$ cat src/rtl/johnson_seq_ctrl_if.sv
// Control and status bundle for the Johnson-ring sequencer.
// The master side issues run commands and the slave side reports ring state.
interface johnson_seq_ctrl_if #(
  parameter int WIDTH = 4,
  parameter int CNT_W = 8
);
  logic               start;
  logic [CNT_W-1:0]   run_len;
  logic               mode;
  logic               pause;
  logic               abort;
  logic [WIDTH-1:0]   q;
  logic [2*WIDTH-1:0] phase;
  logic [CNT_W-1:0]   step_cnt;
  logic               busy;
  logic               done;
  logic               wrap;

  modport master (
    output start, run_len, mode, pause, abort,
    input  q, phase, step_cnt, busy, done, wrap
  );

  modport slave (
    input  start, run_len, mode, pause, abort,
    output q, phase, step_cnt, busy, done, wrap
  );
endinterface

$ cat src/rtl/johnson_seq_ctrl.sv
// Sequencer that steps a WIDTH-bit Johnson ring for a programmed length or
// continuously, with pause/abort, a done pulse and a one-hot phase decode.
module johnson_seq_ctrl #(
  parameter int WIDTH = 4,
  parameter int CNT_W = 8
) (
  input  logic               clk,
  input  logic               reset_n,
  johnson_seq_ctrl_if.slave  bus
);

  typedef enum logic [1:0] {IDLE, RUN, PAUSED, DONE} state_t;

  state_t           state, state_nxt;
  logic [WIDTH-1:0] q_r, q_nxt;
  logic [CNT_W-1:0] cnt_r, cnt_nxt;
  logic [CNT_W-1:0] len_r, len_nxt;
  logic             mode_r, mode_nxt;
  logic             wrap_r, wrap_nxt;
  logic             busy_r, done_r;

  function automatic logic [WIDTH-1:0] johnson_step(input logic [WIDTH-1:0] v);
    return {v[WIDTH-2:0], ~v[WIDTH-1]};
  endfunction

  function automatic logic [2*WIDTH-1:0] phase_decode(input logic [WIDTH-1:0] v);
    int ones;
    int k;
    logic [2*WIDTH-1:0] onehot;
    ones = 0;
    for (int i = 0; i < WIDTH; i++) ones += int'(v[i]);
    k = v[WIDTH-1] ? (2*WIDTH - ones) : ones;
    for (int j = 0; j < 2*WIDTH; j++) onehot[j] = (j == k);
    return onehot;
  endfunction

  always_comb begin
    state_nxt = state;
    q_nxt     = q_r;
    cnt_nxt   = cnt_r;
    len_nxt   = len_r;
    mode_nxt  = mode_r;
    wrap_nxt  = 1'b0;
    case (state)
      IDLE: begin
        if (bus.start) begin
          len_nxt   = bus.run_len;
          mode_nxt  = bus.mode;
          q_nxt     = '0;
          cnt_nxt   = '0;
          state_nxt = (!bus.mode && bus.run_len == '0) ? DONE : RUN;
        end
      end
      // Leaving PAUSED steps on the same edge, so pause is a pure level gate:
      // N paused cycles delay the run by exactly N cycles.
      RUN, PAUSED: begin
        if (bus.abort) begin
          state_nxt = IDLE;
          q_nxt     = '0;
          cnt_nxt   = '0;
        end else if (bus.pause) begin
          state_nxt = PAUSED;
        end else begin
          q_nxt     = johnson_step(q_r);
          cnt_nxt   = cnt_r + CNT_W'(1);
          wrap_nxt  = (q_nxt == '0);
          state_nxt = (!mode_r && cnt_nxt == len_r) ? DONE : RUN;
        end
      end
      DONE:    state_nxt = IDLE;
      default: state_nxt = IDLE;
    endcase
  end

  always_ff @(posedge clk) begin
    if (!reset_n) begin
      state  <= IDLE;
      q_r    <= '0;
      cnt_r  <= '0;
      len_r  <= '0;
      mode_r <= 1'b0;
      wrap_r <= 1'b0;
      busy_r <= 1'b0;
      done_r <= 1'b0;
    end else begin
      state  <= state_nxt;
      q_r    <= q_nxt;
      cnt_r  <= cnt_nxt;
      len_r  <= len_nxt;
      mode_r <= mode_nxt;
      wrap_r <= wrap_nxt;
      busy_r <= (state_nxt == RUN) || (state_nxt == PAUSED);
      done_r <= (state_nxt == DONE);
    end
  end

  assign bus.q        = q_r;
  assign bus.phase    = phase_decode(q_r);
  assign bus.step_cnt = cnt_r;
  assign bus.busy     = busy_r;
  assign bus.done     = done_r;
  assign bus.wrap     = wrap_r;

endmodule

$ cat src/flat_wrapper.sv
// flat-port wrapper written by rule: the top's interface ports become plain ports
module johnson_seq_ctrl_flat 
#(
  parameter int WIDTH = 4,
  parameter int CNT_W = 8
)
  (clk, reset_n, bus_start, bus_run_len, bus_mode, bus_pause, bus_abort, bus_q, bus_phase, bus_step_cnt, bus_busy, bus_done, bus_wrap);
  johnson_seq_ctrl_if #(.WIDTH(WIDTH), .CNT_W(CNT_W)) bus_i ();
  input  logic clk;
  input  logic reset_n;
  input wire logic [$bits(bus_i.start)-1:0] bus_start;
  input wire logic [$bits(bus_i.run_len)-1:0] bus_run_len;
  input wire logic [$bits(bus_i.mode)-1:0] bus_mode;
  input wire logic [$bits(bus_i.pause)-1:0] bus_pause;
  input wire logic [$bits(bus_i.abort)-1:0] bus_abort;
  output wire logic [$bits(bus_i.q)-1:0] bus_q;
  output wire logic [$bits(bus_i.phase)-1:0] bus_phase;
  output wire logic [$bits(bus_i.step_cnt)-1:0] bus_step_cnt;
  output wire logic [$bits(bus_i.busy)-1:0] bus_busy;
  output wire logic [$bits(bus_i.done)-1:0] bus_done;
  output wire logic [$bits(bus_i.wrap)-1:0] bus_wrap;
  assign bus_i.start = bus_start;
  assign bus_i.run_len = bus_run_len;
  assign bus_i.mode = bus_mode;
  assign bus_i.pause = bus_pause;
  assign bus_i.abort = bus_abort;
  assign bus_q = bus_i.q;
  assign bus_phase = bus_i.phase;
  assign bus_step_cnt = bus_i.step_cnt;
  assign bus_busy = bus_i.busy;
  assign bus_done = bus_i.done;
  assign bus_wrap = bus_i.wrap;
  johnson_seq_ctrl #(.WIDTH(WIDTH), .CNT_W(CNT_W)) u_core (.clk(clk), .reset_n(reset_n), .bus(bus_i));
endmodule
$ cat config.mk
export PLATFORM = sky130hd
export DESIGN_NAME = johnson_seq_ctrl_flat
export DESIGN_NICKNAME = d
export VERILOG_FILES = /design/src/rtl/johnson_seq_ctrl_if.sv /design/src/rtl/johnson_seq_ctrl.sv /design/src/flat_wrapper.sv
export SDC_FILE = /design/constraint.sdc
export NUM_CORES = 1
export LEC_CHECK = 0
export CORE_AREA = 2 2 54 67
export DETAILED_ROUTE_END_ITERATION = 10
export DIE_AREA = 0 0 56 69
export GPL_ROUTABILITY_DRIVEN = 0
export GPL_TIMING_DRIVEN = 0
export HOLD_SLACK_MARGIN = 0.06
export PLACE_DENSITY_LB_ADDON = 0.2
export SYNTH_ARGS = -nofsm -noshare
export SYNTH_HDL_FRONTEND = slang
export SYNTH_SLANG_ARGS = --single-unit
$ cat constraint.sdc
create_clock -name clk -period 3.3 [get_ports clk]
set_input_delay 0.495 -clock clk [delete_from_list [all_inputs] [get_ports clk]]
set_output_delay 0.495 -clock clk [all_outputs]
set_load 0.05 [all_outputs]
==> metrics.cfg <==
[outcome]
status=finished clean

[grt]
grt_max_degree=15
grt_pass1_vias=1401
antenna_found_initial=0
grt_pass1_wl_um=6130
grt_use_total_pct=19.2
grt_overflow=0

[routing]
ant_nets=0
num_vias=1499
wl_per_cell_um=12.9
firstDrtPassIters=4
drt_iter0_markers=39
via_per_inst=5.43
wirelength_um=3560
drc=0

[finish]
seq_area_um2=524
fillers=281
antenna_cells=0
layout-drive-gt1-share_pct=15.5
area_growth_pct=35.1
layout.nets=262
multiInputGateArea_um2=988
utilization_pct=63.9

[clock_network]
htreeDepth=1
clk_pin_slew_ns=0.09
cts_tree=done
cts_max_path_buffers=2
cts_root_buf=clkbuf_8
clock_sinks=26
worstSkewPairLatency_ns=0.27
cts_buffers=3

[logic_synthesis]
synthXorXnorAreaFrac_pct=6.32
synth_warnings=0
synthAdderAreaFrac_pct=7.05
synth.avg_cell_area_um2=7.74
synth-compound-area-share_pct=17.4
synthMuxAreaShare_pct=0.738
yosys-top-cells-count=dfxtp_1, nor2_1, a21oi_1, nand2_1, nand3_1
synth.top_cell.area_share_pct=34.1
ys_seq_area_share_pct=34.1
synthTopCellsByArea=dfxtp_1, a21oi_1, ha_1, nor2_1, nand3_1
netlist_instances=197
synthDistinctLibCells=38
synth_seq_cells=26
async_reset_ff_share_pct=0
synthSimpleGateAreaFrac_pct=28.3
synth_fp_nets=219
synth_top_family_by_area=simple AND/OR/NAND/NOR gates
synth_top_area_cell=dfxtp_1
synth_flop_cell=dfxtp_1
syn_area_mm2=0.00153
synth.most_common_cell=dfxtp_1
synth_edf_count=0

[critical_path]
r2r_cells=9
required_ns=2.80
crit_arrival_ns=2.70
worstPathMaxFanout=5
crit_type=flop to primary output
crit_path_end_kind=primary output
worst_setup_path_start_kind=flop

[power]
power.leakage_nw=0.758
ir_drop_mv=0.266
cellPowerDensity_mw_per_mm2=312

[floorplan]
die_w_um=56
dieArea_mm2=0.00386
start_util_pct=47.3
design.core.area_mm2=0.00322
pin_count=37
fp.dieH_um=69
rows=23

[min_path]
hp-class=flop to flop
hold_path_depth=2

[sta]
post-route-period-util_pct=96.8
setup_viol=0
worst_slew_pin_slew_ns=0.497
slew_violations=0
fmax_ghz=0.313
slew_headroom_pct=66.7
finalHoldViolations=0
skew_ns=0.00203
hold_slack_ns=0.462
rsz0062_at_grt=yes
min_period_ns=3.19

[flow_run]
drv_cap=0

[placement]
dpl.hpwl_um=2700
port_buffers=36

[layout make-up]
type                       count  area share [%]
tap                           37            2.25
clock buffer                   4            2.67
timing repair buffer          38            17.2
inverter                      11            2.00
buffer                        11            2.49
sequential                    26            25.4
multi-input combinational    149            48.0
[repair_timing]
| action | in CTS | in global routing |
|---|---|---|
| buffers inserted | 2 | 0 |
| hold buffers | 0 | 0 |
| pin swaps | 2 | 2 |
| setup endpoints to repair | 8 | 8 |
| endpoints found under the hold margin | 0 | 0 |
| gates resized for setup | 48 | 7 |
[cells by family (layout without fill, tap and decap cells)]
group,Yosys count,count (layout)
simple gates,85,85
compound gates,44,44
flops,26,26
buf+inv,22,64
xor+xnor,11,11
fa+ha+maj,8,8
mux,1,1
[final timing paths]
check / startpoint / to / slack (ns)
max: u_core.bus.q[0]$_SDFFE_PN0P_ / bus_phase[0] / 0.11
min: u_core.mode_r$_SDFFE_PN0P_ / u_core.mode_r$_SDFFE_PN0P_ / 0.46
max reg2reg: u_core.bus.step_cnt[0]$_SDFFE_PN0P_ / u_core.bus.busy$_SDFF_PN0_ / 0.92
min reg2reg: u_core.mode_r$_SDFFE_PN0P_ / u_core.mode_r$_SDFFE_PN0P_ / 0.46
[per-layer routing]
metal / GRT usage (%) / part of all wire (%) / wire length (µm) / vias up
met5: 0 / 0 / 0 / -
met4: 7.41 / 1.8 / 63 / 0
met3: 2.44 / 3.6 / 129 / 6
met2: 33.9 / 51 / 1830 / 39
met1: 23.2 / 43 / 1540 / 686
li1: - / - / - / 768
[report_power, final]
part	switching, W	internal [W]	leakage, nW
clock network	0.0000990	0.000107	0.0288
logic	0.0000592	0.0000466	0.517
registers	0.00000711	0.000324	0.213
total	0.000165	0.000477	0.758
[state kept, by name (all words and copies together) (netlist names)]
register             flops
u_core.bus.busy          1
u_core.bus.done          1
u_core.bus.q             4
u_core.bus.step_cnt      8
u_core.bus.wrap          1
u_core.len_r             8
u_core.mode_r            1
u_core.state             2
[placed cells by master (no fill, tap or decap), types with 5 or more instances in the layout]
master	instances
a21oi_1	18
a22oi_1	6
buf_2	7
clkbuf_1	8
clkdlybuf4s50_1	28
dfxtp_1	23
ha_1	5
inv_1	10
nand2_1	15
nand3_1	15
nor2_1	19
o21ai_0	7
xnor2_1	7
[critical path: stages, from the launching register on]
cell and delay, ns:
dfxtp_2 0.35, ha_1 0.28, inv_1 0.05, fa_2 0.36, ha_4 0.29, inv_2 0.05, ha_4 0.21, or3_1 0.29
o21ai_0 0.08, nand2_1 0.16, nor2_4 0.15, buf_8 0.15
[through the flow]
step / std cells / setup TNS (ns) / instance area, µm² / power (W) / worst slack (ns)
2_1_floorplan: 197 / -0.440 / 1560 / 0.000404 / -0.148
3_3_place_gp: 270 / -1.74 / 1960 / 0.000442 / -0.341
3_5_place_dp: 270 / -2.13 / 1960 / 0.000443 / -0.366
4_1_cts: 276 / -0.00318 / 2050 / 0.000648 / -0.00318
5_1_grt: 276 / -0.0311 / 2060 / 0.000675 / -0.0311
6_report: 276 / 0 / 2060 / 0.000642 / 0.107
Power figures use the tool's default switching activity.
